<file path="src/rtl/ucaspian_cmd_pkg.sv">
// Shared command definitions for the uCaspian SPI command path.
// Exports: deframer_state_t, OP_* opcodes, op_known(), op_len().
package ucaspian_cmd_pkg;

  typedef enum logic [1:0] {
    ST_IDLE    = 2'd0,
    ST_PAYLOAD = 2'd1,
    ST_EMIT    = 2'd2
  } deframer_state_t;

  localparam logic [7:0] OP_NOP      = 8'h00;
  localparam logic [7:0] OP_CLEAR    = 8'h01;
  localparam logic [7:0] OP_RUN      = 8'h02;
  localparam logic [7:0] OP_SET_ADDR = 8'h03;
  localparam logic [7:0] OP_SET_DATA = 8'h04;
  localparam logic [7:0] OP_READ_CFG = 8'h05;
  localparam logic [7:0] OP_SPIKE    = 8'h06;

  function automatic logic op_known(input logic [7:0] op);
    logic k;
    case (op)
      OP_NOP, OP_CLEAR, OP_RUN, OP_SET_ADDR,
      OP_SET_DATA, OP_READ_CFG, OP_SPIKE: k = 1'b1;
      default:                            k = 1'b0;
    endcase
    return k;
  endfunction

  function automatic logic [2:0] op_len(input logic [7:0] op);
    logic [2:0] l;
    case (op)
      OP_READ_CFG:             l = 3'd1;
      OP_RUN, OP_SET_ADDR:     l = 3'd2;
      OP_SPIKE:                l = 3'd3;
      OP_SET_DATA:             l = 3'd4;
      default:                 l = 3'd0;
    endcase
    return l;
  endfunction

endpackage

</file>
<file path="src/rtl/cmd_deframer.sv">
// Splits an SPI byte stream into opcode + MSB-first payload commands.
// Ports: clk, reset, flush; in_data/in_vld/in_rdy byte input;
//   cmd_op/cmd_payload/cmd_len/cmd_vld/cmd_rdy command output;
//   err_unknown pulse and saturating err_count for bad opcodes.
import ucaspian_cmd_pkg::*;

module cmd_deframer (
  input  logic        clk,
  input  logic        reset,
  input  logic        flush,
  input  logic [7:0]  in_data,
  input  logic        in_vld,
  output logic        in_rdy,
  output logic [7:0]  cmd_op,
  output logic [31:0] cmd_payload,
  output logic [2:0]  cmd_len,
  output logic        cmd_vld,
  input  logic        cmd_rdy,
  output logic        err_unknown,
  output logic [7:0]  err_count
);

  deframer_state_t state_q, state_d;
  logic [7:0]  op_q, op_d;
  logic [31:0] payload_q, payload_d;
  logic [2:0]  len_q, len_d;
  logic [2:0]  cnt_q, cnt_d;
  logic        err_unknown_q, err_unknown_d;
  logic [7:0]  err_count_q, err_count_d;

  logic in_acc;
  logic cmd_acc;
  logic [2:0] cnt_inc;

  // Both handshake outputs come straight from the state register.
  assign in_rdy      = (state_q != ST_EMIT);
  assign cmd_vld     = (state_q == ST_EMIT);
  assign cmd_op      = op_q;
  assign cmd_payload = payload_q;
  assign cmd_len     = len_q;
  assign err_unknown = err_unknown_q;
  assign err_count   = err_count_q;

  assign in_acc  = in_vld & in_rdy;
  assign cmd_acc = cmd_vld & cmd_rdy;
  assign cnt_inc = cnt_q + 3'd1;

  always_comb begin
    state_d       = state_q;
    op_d          = op_q;
    payload_d     = payload_q;
    len_d         = len_q;
    cnt_d         = cnt_q;
    err_unknown_d = 1'b0;
    err_count_d   = err_count_q;
    if (flush) begin
      // Flush wins: any byte or command handshake this cycle is dropped.
      state_d = ST_IDLE;
      cnt_d   = 3'd0;
    end else begin
      unique case (state_q)
        ST_IDLE: begin
          if (in_acc) begin
            if (op_known(in_data)) begin
              op_d      = in_data;
              len_d     = op_len(in_data);
              payload_d = 32'd0;
              cnt_d     = 3'd0;
              state_d   = (op_len(in_data) == 3'd0)
                        ? ST_EMIT : ST_PAYLOAD;
            end else begin
              err_unknown_d = 1'b1;
              if (err_count_q != 8'hFF)
                err_count_d = err_count_q + 8'd1;
            end
          end
        end
        ST_PAYLOAD: begin
          if (in_acc) begin
            payload_d = {payload_q[23:0], in_data};
            cnt_d     = cnt_inc;
            if (cnt_inc == len_q)
              state_d = ST_EMIT;
          end
        end
        ST_EMIT: begin
          if (cmd_acc)
            state_d = ST_IDLE;
        end
        default: state_d = ST_IDLE;
      endcase
    end
  end

  always_ff @(posedge clk or posedge reset) begin
    if (reset) begin
      state_q       <= ST_IDLE;
      op_q          <= 8'd0;
      payload_q     <= 32'd0;
      len_q         <= 3'd0;
      cnt_q         <= 3'd0;
      err_unknown_q <= 1'b0;
      err_count_q   <= 8'd0;
    end else begin
      state_q       <= state_d;
      op_q          <= op_d;
      payload_q     <= payload_d;
      len_q         <= len_d;
      cnt_q         <= cnt_d;
      err_unknown_q <= err_unknown_d;
      err_count_q   <= err_count_d;
    end
  end

endmodule

</file>
<file path="config.mk">
export PLATFORM = sky130hd
export DESIGN_NAME = cmd_deframer
export DESIGN_NICKNAME = d
export VERILOG_FILES = /design/src/rtl/ucaspian_cmd_pkg.sv /design/src/rtl/cmd_deframer.sv
export SDC_FILE = /design/constraint.sdc
export NUM_CORES = 1
export LEC_CHECK = 0
export BUFFER_PORTS_ARGS = -buffer_cell sky130_fd_sc_hd__buf_4
export CAP_MARGIN = 10
export CORE_MARGIN = 10
export CORE_UTILIZATION = 51
export DETAILED_ROUTE_END_ITERATION = 12
export PLACE_DENSITY = 0.78
export SYNTH_ARGS = -nofsm -noshare
export SYNTH_HDL_FRONTEND = slang
export SYNTH_SLANG_ARGS = --single-unit
</file>
<file path="constraint.sdc">
create_clock -name clk -period 2.4 [get_ports clk]
set_clock_uncertainty 0.1 [all_clocks]
set_input_delay 0.36 -clock clk [delete_from_list [all_inputs] [get_ports clk]]
set_output_delay 0.36 -clock clk [all_outputs]
set_load 0.01 [all_outputs]
</file>
==> results.toml <==
[outcome]
status = "finished clean"

[yosys]
synth_nets = 196
ys_warn_count = 0
avgSynthCellArea_um2 = 13.00
synth_edf_count = 0
ys_seq_elements = 57
yosysSeqAreaShare_pct = 60.61
synth_top_area_cell = "dfrtp_1"
syn_inst = 181
netlist_area_um2 = 2354
synth_top_area_share_pct = 60.61
synth_cell_types = 41
synth-async-reset-ratio_pct = 100.0
yosys_most_used_dff = "dfrtp_1"
synth.top_cells.by_area = "dfrtp_1 61%, a22o_1 13%, xor2_1 2.6%"

[worst_setup_path]
cp.required_ns = 2.51
startpoint_type = "register"
cp-end-kind = "register"
arrival_ns = 2.21
slowest_stage = "or4b_1"
endpoint = "cmd_op[2]"
rr_worst_depth = 4
reg2reg_slack_ns = 0.30
cp_max_fo = 9
worstSetupPathType = "reg -> reg"
worstPathCellList = "or4b_1 -> or3_1 -> nor2_8 -> mux2_2"
startpoint = "state_q[1]"
r2r_start = "state_q[1]"
slowest_delay_ns = 0.53
r2r-end = "cmd_op[2]"

[power]
sw_frac_of_total_pct = 27.29
leakage_nw = 1.612
combPwrFrac_pct = 16.7
power.density_nw_per_um2 = 741.7
power_w = 0.002299
intPower_w = 0.001672
pwr-share-seq_pct = 50.2
ir_drop_v = 0.0004821
p_clk_share_pct = 33.1
p_sw_w = 0.0006275

[die]
die_area_um2 = 7732
core-area_um2 = 4414
die_y_um = 87.93
rows = 24
io_pins = 67
initial_core_util_pct = 53.32
die_w_um = 87.93

[clocking]
clkTransAtPathRegs_ns = 0.06
cts_resized = 0
clk_path_buf_depth = 2
htree_levels = 3
cts_setup_buffers = 0
clock_sinks = 57
cts_hold_buf = 0
clk_latency_ns = 0.33
cts_buffers = 9
root_buffer = "clkbuf_8"
tritoncts = "done"

[timing]
finalHoldViolCount = 0
period_needed_ns = 2.095
setup_slack_ns = 0.3048
slew_viol_final = 0
fmax_ghz = 0.4773
finalCritPeriodShare_pct = 87.30
worst_pin_slew_ns = 0.6836
relSlewSlack_pct = 54.42
grt_setup_unrepaired = "false"
setup_viol = 0
tns_ns = 0

[detailed_routing]
dr.pass1.iters = 4
drtIter0Drc = 86
postRouteAntennaNets = 0
wl_um = 5414
vias_per_cell = 5.773
vias = 1784
drc = 0
wire_per_inst_um = 17.52

[global_routing]
antenna_found_initial = 0
grt_pass1_wl_um = 8721
grt_start_max_net_pins = 58
grt_pass1_vias = 1772
track_usage_pct = 14.25
grt-ovfl-total = 0

[final_layout]
diodes = 0
nets = 269
final_core_util_pct = 70.24
area_growth_syn_to_layout_pct = 31.74
final_cell_count_no_fill = 309
drive_above_1_share_pct = 38.52

[place]
dp_slack_ns = 0.1130
placedCellCount = 295
io_buffer_count = 66
dp_hpwl_um = 3859
gp_congestion = 0.8109

[run]
max_cap_violations = 0

[min_path]
hold_path_class = "in -> async"
==> worst max-delay path: cells and delay by family, from the launching register on <==
kind,cells,cell delay (ns)
simple gates,3,1.15
flops,1,0.38
mux,1,0.35
==> worst min path at each step <==
| stage | endpoint | cells after the start | from | slack (ns) |
|---|---|---|---|---|
| floorplan | cnt_q[1] | 1 | cnt_q[1] | 0.36 |
| global placement | cmd_op[1] | 1 | cmd_op[1] | 0.38 |
| detailed placement | err_count[5] | 1 | err_count[5] | 0.38 |
| CTS | cmd_payload[26] | 3 | reset | 0.14 |
| global route | cmd_payload[7] | 2 | in_data[7] | 0.15 |
| finish | cmd_payload[26] | 3 | reset | 0.13 |
==> synth_stat cells (2+ instances only) <==
cell type  count
a21oi_1        4
a22o_1        34
nand2_1        5
inv_1          4
and3_1         2
dfrtp_1       57
o31ai_1        3
xor2_1         7
and4_1         2
buf_2          5
and2b_1        4
nor2b_1        3
clkbuf_1       5
ha_1           2
mux2_2         5
nand3_1        5
nor4_1         2
nor3_1         6
xnor2_1        3
nor2_1         2
==> kinds of logic (layout without fill, tap and decap cells) <==
kind of cell	after synthesis	after routing	synth area share, %
buffers and inverters	15	91	2.658
XOR/XNOR	10	10	3.722
adder cells (fa/ha/maj)	2	2	1.063
AO/OA/AOI/OAI	49	49	17.44
AND/OR/NAND/NOR	42	42	11.64
multiplexers	6	6	2.871
flip-flops	57	57	60.61
==> placed cells by master, fill, tap and decap left out, drive strengths merged, types with 2 or more instances in the layout <==
master  synthesis  layout
xor2            7       7
dfrtp          57      57
and3            2       2
mux2            6       6
or4b            2       2
xnor2           3       3
nor3            6       6
nand2           5       5
nand3           5       5
nor2            4       4
ha              2       2
nor2b           3       3
inv             4       4
and2b           4       4
nor4            2       2
a21oi           4       4
clkbuf          5      11
and4            2       2
o31ai           4       4
buf             6      73
a22o           34      34
clkinv          0       2
==> state kept, by name, summed over array words and instances, names as in the netlist <==
register	count
err_unknown	1
state_q	2
err_count	8
cmd_payload	32
cmd_op	8
cnt_q	3
cmd_len	3
==> metal layers <==
metal	vias up	wire [µm]	track usage, %
met5	-	0	0
met4	0	49	4.203
met3	6	528	7.428
met2	66	2615	21.63
met1	889	2220	17.28
li1	823	-	-
==> power by group through the flow <==
stage	clock [W]	combinational, W	sequential (W)
floorplan	0	0.000155	0.00119
global placement	0	0.000385	0.00117
detailed placement	0	0.000392	0.00117
CTS	0.000785	0.000394	0.00115
global route	0.000825	0.000425	0.00117
finish	0.000761	0.000383	0.00116
==> metrics by stage <==
step	area (µm²)	hold WS (ns)
after detailed placement	2932	0.3797
after floorplan	2354	0.3601
after CTS	3100	0.1426
after global placement	2932	0.3771
after global routing	3100	0.1525
final	3100	0.1276
==> area by class of cell <==
class | instances | area, µm²
clock inverters | 3 | 17.52
inverters | 4 | 15.01
clock buffers | 11 | 151.4
flip-flops and latches | 57 | 1426
multi-input cells | 109 | 864.6
well taps | 52 | 65.06
fillers | 332 | 1314
repair buffers | 73 | 560.5
Power figures use the tool's default switching activity.
